--- config.mk ---
export PLATFORM = sky130hd
export DESIGN_NAME = crc7_encode
export DESIGN_NICKNAME = d
export VERILOG_FILES = /design/src/rtl/crc7_encode.sv
export SDC_FILE = /design/constraint.sdc
export NUM_CORES = 1
export LEC_CHECK = 0
export BUFFER_PORTS_ARGS = -buffer_cell sky130_fd_sc_hd__buf_4
export CORE_MARGIN = 1
export CORE_UTILIZATION = 35
export CTS_CLUSTER_SIZE = 14
export DETAILED_ROUTE_END_ITERATION = 12
export PLACE_DENSITY_LB_ADDON = 0.08
export RECOVER_POWER = 50
export SYNTH_ARGS = -nofsm -noshare
export SYNTH_HDL_FRONTEND = slang
export SYNTH_SLANG_ARGS = --single-unit
--- constraint.sdc ---
create_clock -name clk -period 3.9 [get_ports clk]
set_input_delay 0 -clock clk [delete_from_list [all_inputs] [get_ports clk]]
set_output_delay 0 -clock clk [all_outputs]
set_load 0.01 [all_outputs]
--- src/rtl/crc7_encode.sv ---
// Bit-serial CRC-7 encoder, G(x)=x^7+x^3+1, one payload bit per clock MSB first.
// Optional build macro CRC7_ERR_INJ_EN adds err_inj to corrupt code_out[0] of a frame.
module crc7_encode #(
  parameter int                 DATA_W = 16,
  parameter int                 CRC_W  = 7,
  parameter logic [CRC_W-1:0]   POLY   = 7'h09
) (
  input  logic                      clk,
  input  logic                      reset,
  input  logic                      in_valid,
  output logic                      in_ready,
  input  logic [DATA_W-1:0]         data_in,
`ifdef CRC7_ERR_INJ_EN
  input  logic                      err_inj,
`endif
  output logic [DATA_W+CRC_W-1:0]   code_out,
  output logic                      out_valid,
  input  logic                      out_ready,
  output logic                      busy
);

  localparam int CNT_W = $clog2(DATA_W);

  typedef enum logic [1:0] {IDLE, SHIFT, DONE} state_t;

  state_t              state, state_next;
  logic [DATA_W-1:0]   shift_reg;
  logic [DATA_W-1:0]   payload_reg;
  logic [CRC_W-1:0]    crc_reg;
  logic [CRC_W-1:0]    crc_next;
  logic [CNT_W-1:0]    cnt;
  logic                fb;
  logic                last_bit;
  logic [CRC_W-1:0]    crc_flip;
`ifdef CRC7_ERR_INJ_EN
  logic                inj_reg;
`endif

  assign in_ready = (state == IDLE);
  assign busy     = !in_ready;
  assign last_bit = (cnt == CNT_W'(DATA_W - 1));

  // One LFSR step: feedback is the outgoing CRC MSB xor the incoming payload bit.
  assign fb       = crc_reg[CRC_W-1] ^ shift_reg[DATA_W-1];
  assign crc_next = {crc_reg[CRC_W-2:0], 1'b0} ^ (fb ? POLY : '0);

`ifdef CRC7_ERR_INJ_EN
  assign crc_flip = {{(CRC_W-1){1'b0}}, inj_reg};
`else
  assign crc_flip = '0;
`endif

  // NOTE: sequential state uses non-blocking (<=) so every register samples pre-edge values.
  always_ff @(posedge clk) begin
    if (!reset) state <= IDLE;
    else        state <= state_next;
  end

  // NOTE: every combinational output gets a default first so no latch is inferred.
  always_comb begin
    state_next = state;
    unique case (state)
      IDLE:    if (in_valid) state_next = SHIFT;
      SHIFT:   if (last_bit) state_next = DONE;
      DONE:    if (out_ready) state_next = IDLE;
      default: state_next = IDLE;
    endcase
  end

  always_ff @(posedge clk) begin
    if (!reset) begin
      shift_reg   <= '0;
      payload_reg <= '0;
      crc_reg     <= '0;
      cnt         <= '0;
      code_out    <= '0;
      out_valid   <= 1'b0;
`ifdef CRC7_ERR_INJ_EN
      inj_reg     <= 1'b0;
`endif
    end else begin
      unique case (state)
        IDLE: begin
          if (in_valid) begin
            shift_reg   <= data_in;
            payload_reg <= data_in;
            crc_reg     <= '0;
            cnt         <= '0;
`ifdef CRC7_ERR_INJ_EN
            inj_reg     <= err_inj;
`endif
          end
        end
        SHIFT: begin
          crc_reg   <= crc_next;
          shift_reg <= shift_reg << 1;
          // The final step's remainder is taken straight from crc_next into the codeword.
          if (last_bit) begin
            code_out  <= {payload_reg, crc_next ^ crc_flip};
            out_valid <= 1'b1;
          end else begin
            cnt <= cnt + 1'b1;
          end
        end
        DONE: begin
          if (out_ready) out_valid <= 1'b0;
        end
        default: ;
      endcase
    end
  end

endmodule

==> results.cfg, run 1 <==
[critical_path]
critPathSlowestCell = nor2b_2
worstRegToRegCells = 3
worstPathRequired_ns = 4.14
crit_chain = nor2b_2, nand2_1, a221oi_2
crit_family = simple AND/OR/NAND/NOR gates
crit_cells = 3
cp-start-kind = flip-flop
worst-setup-path-type = flip-flop to flip-flop
arrival_ns = 2.92
r2r_end = cnt[3]
cp_max_fo = 50
critPathBufInv = 0
slowest_delay_ns = 1.52
end_kind = flip-flop
rr_startpoint = state[0]
ff2ff_setup_slack_ns = 1.22

[floorplan]
initial_core_util_pct = 36.78
die_y_um = 90.24
io_pins = 46
die_w_um = 90.24
row_count = 31
dieArea_um2 = 8143
design.core.area_um2 = 7408

[synth]
netlist_area_um2 = 2725
ys.flop_type = dfxtp_1
synth.distinct_cells = 41
synth-seq-cells = 69
ys_warn_count = 0
ys_top_cells_by_count = nand2_1, dfxtp_1, a21oi_1
synth-seq-area-share_pct = 50.69
synth_top_cell_area_share_pct = 50.69
yosysMostFrequentCell = nand2_1
syn-num-nets = 341
synthTopCellsByArea = dfxtp_1, nand2_1, a21oi_1
syn_inst = 320
synth_top_area_cell = dfxtp_1
ys_async_sr_fraction_pct = 0
syn_area_per_cell_um2 = 8.516
synth_edf_count = 0

[placed_design]
gp_congestion = 0.6879
place_area_um2 = 3039
dp_slack_ns = 1.847
hpwl_um = 3679
dp_cells = 437
io_buffers = 45

[layout]
post-route-util_pct = 45.21
largest_reg_flops = 23
syn_to_final_growth_pct = 22.91
antenna_cells = 0
nets = 388
postLayoutCellArea_um2 = 3349
drive_gt1_share_pct = 12.63
fin_cells = 471

[timing]
layout_setup_ws_ns = 1.222
hold_violations = 0
fin_crit_ns = 2.678
setup_tns_ns = 0
slew_headroom_pct = -26.80
max_freq_ghz = 0.3734
slew_violations = 51
finalSetupViolCount = 0
clock-skew-final_ns = 0.007599
worst_slew_pin_slew_ns = 1.893
fin_crit_sh_pct = 68.67
rsz0062_at_grt = false

[grt]
gr-usage-all-layers_pct = 16.50
antenna_found_initial = 0
grt_max_degree = 69
grt.overflow.total = 0
grt_pass1_vias = 2248
grt_pass1_wl_um = 10760

[min_path]
hold_path_class = input pin to flip-flop
holdPathStages = 4
hold_start = in_valid
holdPathEnd = shift_reg[0]

[route]
ant_nets = 0
vias = 2344
drc = 0
vias_per_cell = 4.977
wl_per_cell_um = 13.60
totalWireLength_um = 6407
first_iter_violations = 101
drtPass1Iterations = 4

[cts]
cts_resized = 0
clockBufferDepth = 2
cts_buffers = 9
htree_levels = 3
post_cts_buffers = 0
clkLatencyLatePin_ns = 0.34
clk_pin_slew_ns = 0.08
cts-root-buf = clkbuf_8
cts_tree = built
cts.sinks = 69

[run_status]
outcome = finished with violations
violations = max-capacitance violations, max-slew violations

[power]
leakagePower_uw = 0.001143
power.density_nw_per_um2 = 464.2
peakVddDrop_uv = 218.3

[flow_run]
drv_cap = 1
==> logic make-up after synthesis <==
family                     count (synthesis)  synth area share [%]
xor gates and xnor gates                   2                 1.194
muxes                                      1                0.3673
and+or+nand+nor                          122                 21.49
AOI/OAI and AO/OA                         94                 19.42
buffers and inverters                     31                 6.382
DFF                                       69                 50.69
adders and majority gates                  1                0.4591
==> per-layer routing <==
layer / GRT usage [%] / vias to the layer above / share of wire (%)
met5: 0 / - / 0
met4: 7.796 / 0 / 1.9
met3: 2.961 / 13 / 3.3
met2: 27.42 / 45 / 46
met1: 20.64 / 1083 / 49
li1: - / 1203 / -
==> final cells by class <==
cell class                      instances  area, um2
Clock buffer                           10      127.6
Fill cell                             793       4059
Sequential cell                        69       1381
Timing Repair Buffer                   64      421.7
Tap cell                               99      123.9
Multi-Input combinational cell        220       1172
Inverter                                3      11.26
Clock inverter                          6      111.4
==> what timing repair did <==
action	4_1_cts	5_1_grt
endpoints found under the hold margin	35	0
endpoints found under the setup margin	0	0
hold buffers	18	0
==> how the worst max path moves through the flow <==
stage | from | endpoint | slack, ns
final | state[0] | cnt[3] | 1.22
after global routing | state[0] | cnt[2] | 0.89
after CTS | state[0] | cnt[3] | 1.82
after detailed placement | state[0] | cnt[3] | 1.85
after global placement | state[0] | cnt[2] | 1.87
after floorplan | cnt[0] | state[1] | 2.57
==> where the power goes <==
group	internal, uW	total (uW)	leakage [uW]	switching, uW
clock network	425	703	0.000116	278
logic	45.4	112	0.000466	66.4
registers	726	740	0.000561	13.9
==> worst register-to-register path, stage by stage (launching register included) <==
cell and delay, ns:
dfxtp_1 0.58, nor2b_2 1.52, nand2_1 0.19, a221oi_2 0.28
==> cells in the final DEF (no fill, tap or decap), drive strengths merged, types with 2 or more instances in the layout <==
cell type    netlist  final
a21oi             49     49
nand2b             2      2
clkinv             0      2
a31oi             15     15
inv                3      3
dlygate4sd3        0     18
nor3               2      2
nand2             72     72
nand3b             2      2
nor3b              2      2
clkbuf            11     38
bufinv             0      3
buf               17     18
o21ai             22     22
nor2               3      3
dfxtp             69     69
nand3             31     31
==> stage by stage <==
step | hold slack, ns | power [uW]
2_1_floorplan | 0.1360 | 827.2
3_3_place_gp | 0.2772 | 857.0
3_5_place_dp | 0.2765 | 857.4
4_1_cts | 0.04581 | 1572
5_1_grt | 0.07619 | 1614
6_report | 0.05012 | 1555
No activity file was read; power rests on OpenSTA's default activity.
==> run 2, diff against run 1 <==
ABC_AREA = 1   (was unset)
clock period = 2.58 ns   (was 3.9 ns; I/O delays follow)
==> run 2 against run 1 <==
Effect of this change: non-clock buffer count is 5 lower; cell count up 0.64%; sequential share of layout area rose by 3.5 points; core utilization down 0.22 points; the run now ends clean; clock power increased by 9.7%; design area is 7.7% lower; area after synthesis fell by 7.3%; total power up 33%; largest power group unchanged; critical endpoint is now shift_reg[1].
==> results.cfg, run 2 <==
[power]
peakVddDrop_uv = 361.0
power.density_nw_per_um2 = 670.4
power_uw = 2072
leakagePower_uw = 0.001218

[layout]
nets = 396
seq_area_um2 = 1381
layout_common_cells = nand2_1, dfxtp_1, nor2_1, a21oi_1, clkbuf_1
largest_reg_flops = 23
syn_to_final_growth_pct = 22.34
final_common_cell = nand2_1
antenna_cells = 0
drive_gt1_share_pct = 11.11
postLayoutCellArea_um2 = 3090
multi_input_area_um2 = 1018
fillerInstances = 722

[placed_design]
hpwl_um = 3972
io_buffers = 45
place_area_um2 = 2934
gp_congestion = 0.7202

[synth]
synth.distinct_cells = 21
syn_area_per_cell_um2 = 7.797
ys_warn_count = 0
netlist_area_um2 = 2526
yosysMostFrequentCell = nand2_1
ys_async_sr_fraction_pct = 0
synth-seq-area-share_pct = 54.68
synth_top_area_cell = dfxtp_1
synth_top_cell_area_share_pct = 54.68
ys.flop_type = dfxtp_1
synthTopCellsByArea = dfxtp_1, nand2_1, a21oi_1
ys_top_cells_by_count = nand2_1, dfxtp_1, nor2_1
syn_inst = 324
syn-num-nets = 345
synth-seq-cells = 69
synth_edf_count = 0

[timing]
hold_violations = 0
slew_violations = 0
max_freq_ghz = 0.5545
finalSetupViolCount = 0
fin_crit_ns = 1.803
worst_slew_pin_slew_ns = 1.169
slew_headroom_pct = 22.04
fin_crit_sh_pct = 69.90
clock-skew-final_ns = 0.005370
rsz0062_at_grt = false
setup_tns_ns = 0

[critical_path]
rr_startpoint = state[1]
crit_cells = 5
arrival_ns = 2.07
crit_chain = inv_1, o21ai_0, clkbuf_1, nand2_1, a31oi_1
worst-setup-path-type = flip-flop to flip-flop
cp_max_fo = 24
slowest_delay_ns = 0.88
end_kind = flip-flop
cp-start-kind = flip-flop
worstPathRequired_ns = 2.85
worstRegToRegCells = 5
crit_family = buffers and inverters
critPathBufInv = 2
critPathSlowestCell = clkbuf_1
startpoint = state[1]

[min_path]
hold_path_class = input pin to flip-flop
holdPathStages = 3
hold_start = data_in[15]

[floorplan]
die_y_um = 86.96
io_pins = 46
design.core.area_um2 = 6869
initial_core_util_pct = 36.78
dieArea_um2 = 7561
row_count = 30
die_w_um = 86.96

[route]
first_iter_violations = 110
totalWireLength_um = 6450
drc = 0
wl_per_cell_um = 13.61
drtPass1Iterations = 4
vias_per_cell = 4.791
vias = 2271
ant_nets = 0

[cts]
clockBufferDepth = 2
cts_tree = built
cts-root-buf = clkbuf_8
clk_pin_slew_ns = 0.07
clkLatencyLatePin_ns = 0.34
cts_buffers = 9
cts.sinks = 69
cts_resized = 0
htree_levels = 3

[grt]
gr-usage-all-layers_pct = 18.59
grt_max_degree = 50
antenna_found_initial = 0
grt_pass1_wl_um = 10550
grt_pass1_vias = 2169
grt.overflow.total = 0

[flow_run]
drv_cap = 0

[run_status]
outcome = finished clean
-- run 2: per-stage QoR --
stage,utilization [%],hold WS (ns),cells,setup slack [ns]
after floorplan,-,0.1864,324,1.260
after global placement,42.71,0.2870,451,1.128
after detailed placement,42.71,0.2852,451,1.130
after CTS,46.43,0.004412,474,1.102
after global routing,44.99,0.007421,474,0.5679
final,44.99,0.006704,474,0.7766
-- run 2: final cells by class --
type,count,share of cell area [%]
inverter,9,1.093
timing repair buffer,59,12.02
clock buffer,12,5.020
sequential,69,44.70
multi-input combinational,227,32.96
tap,96,3.887
clock inverter,2,0.3239
-- run 2: repair_timing --
action	CTS	global route
hold endpoints to repair	12	0
buffers inserted	0	0
hold buffers	9	0
-- run 2: per-layer routing --
| layer | share of wire, % | GRT usage [%] | up-vias |
|---|---|---|---|
| met3 | 4.0 | 3.412 | 11 |
| met2 | 45 | 29.21 | 57 |
| met4 | 1.9 | 9.091 | 0 |
| li1 | - | - | 1177 |
| met5 | 0 | 0 | - |
| met1 | 49 | 24.56 | 1026 |
-- run 2: worst paths after layout --
kind | to | slack, ns
max | shift_reg[1] | 0.78
min | payload_reg[15] | 0.007
max reg2reg | shift_reg[1] | 0.78
min reg2reg | code_out[6] | 0.46
-- run 2: worst reg2reg max path: cells and delay by family (launching register included) --
kind,cells,cell delay [ns]
and+or+nand+nor,1,0.14
DFF,1,0.41
buffers and inverters,2,0.95
AOI/OAI and AO/OA,2,0.24
-- run 2: cells by family (layout without fill, tap and decap cells) --
logic type,count (synthesis),in the layout,synth area share (%)
and+or+nand+nor,155,155,25.11
AOI/OAI and AO/OA,71,71,14.91
DFF,69,69,54.68
buffers and inverters,28,82,4.805
adders and majority gates,1,1,0.4952
-- run 2: power by group --
part	leakage, uW	internal [uW]	switching (uW)
clock network	0.0000881	388	383
logic	0.000568	68.9	105
registers	0.000562	1100	22.7
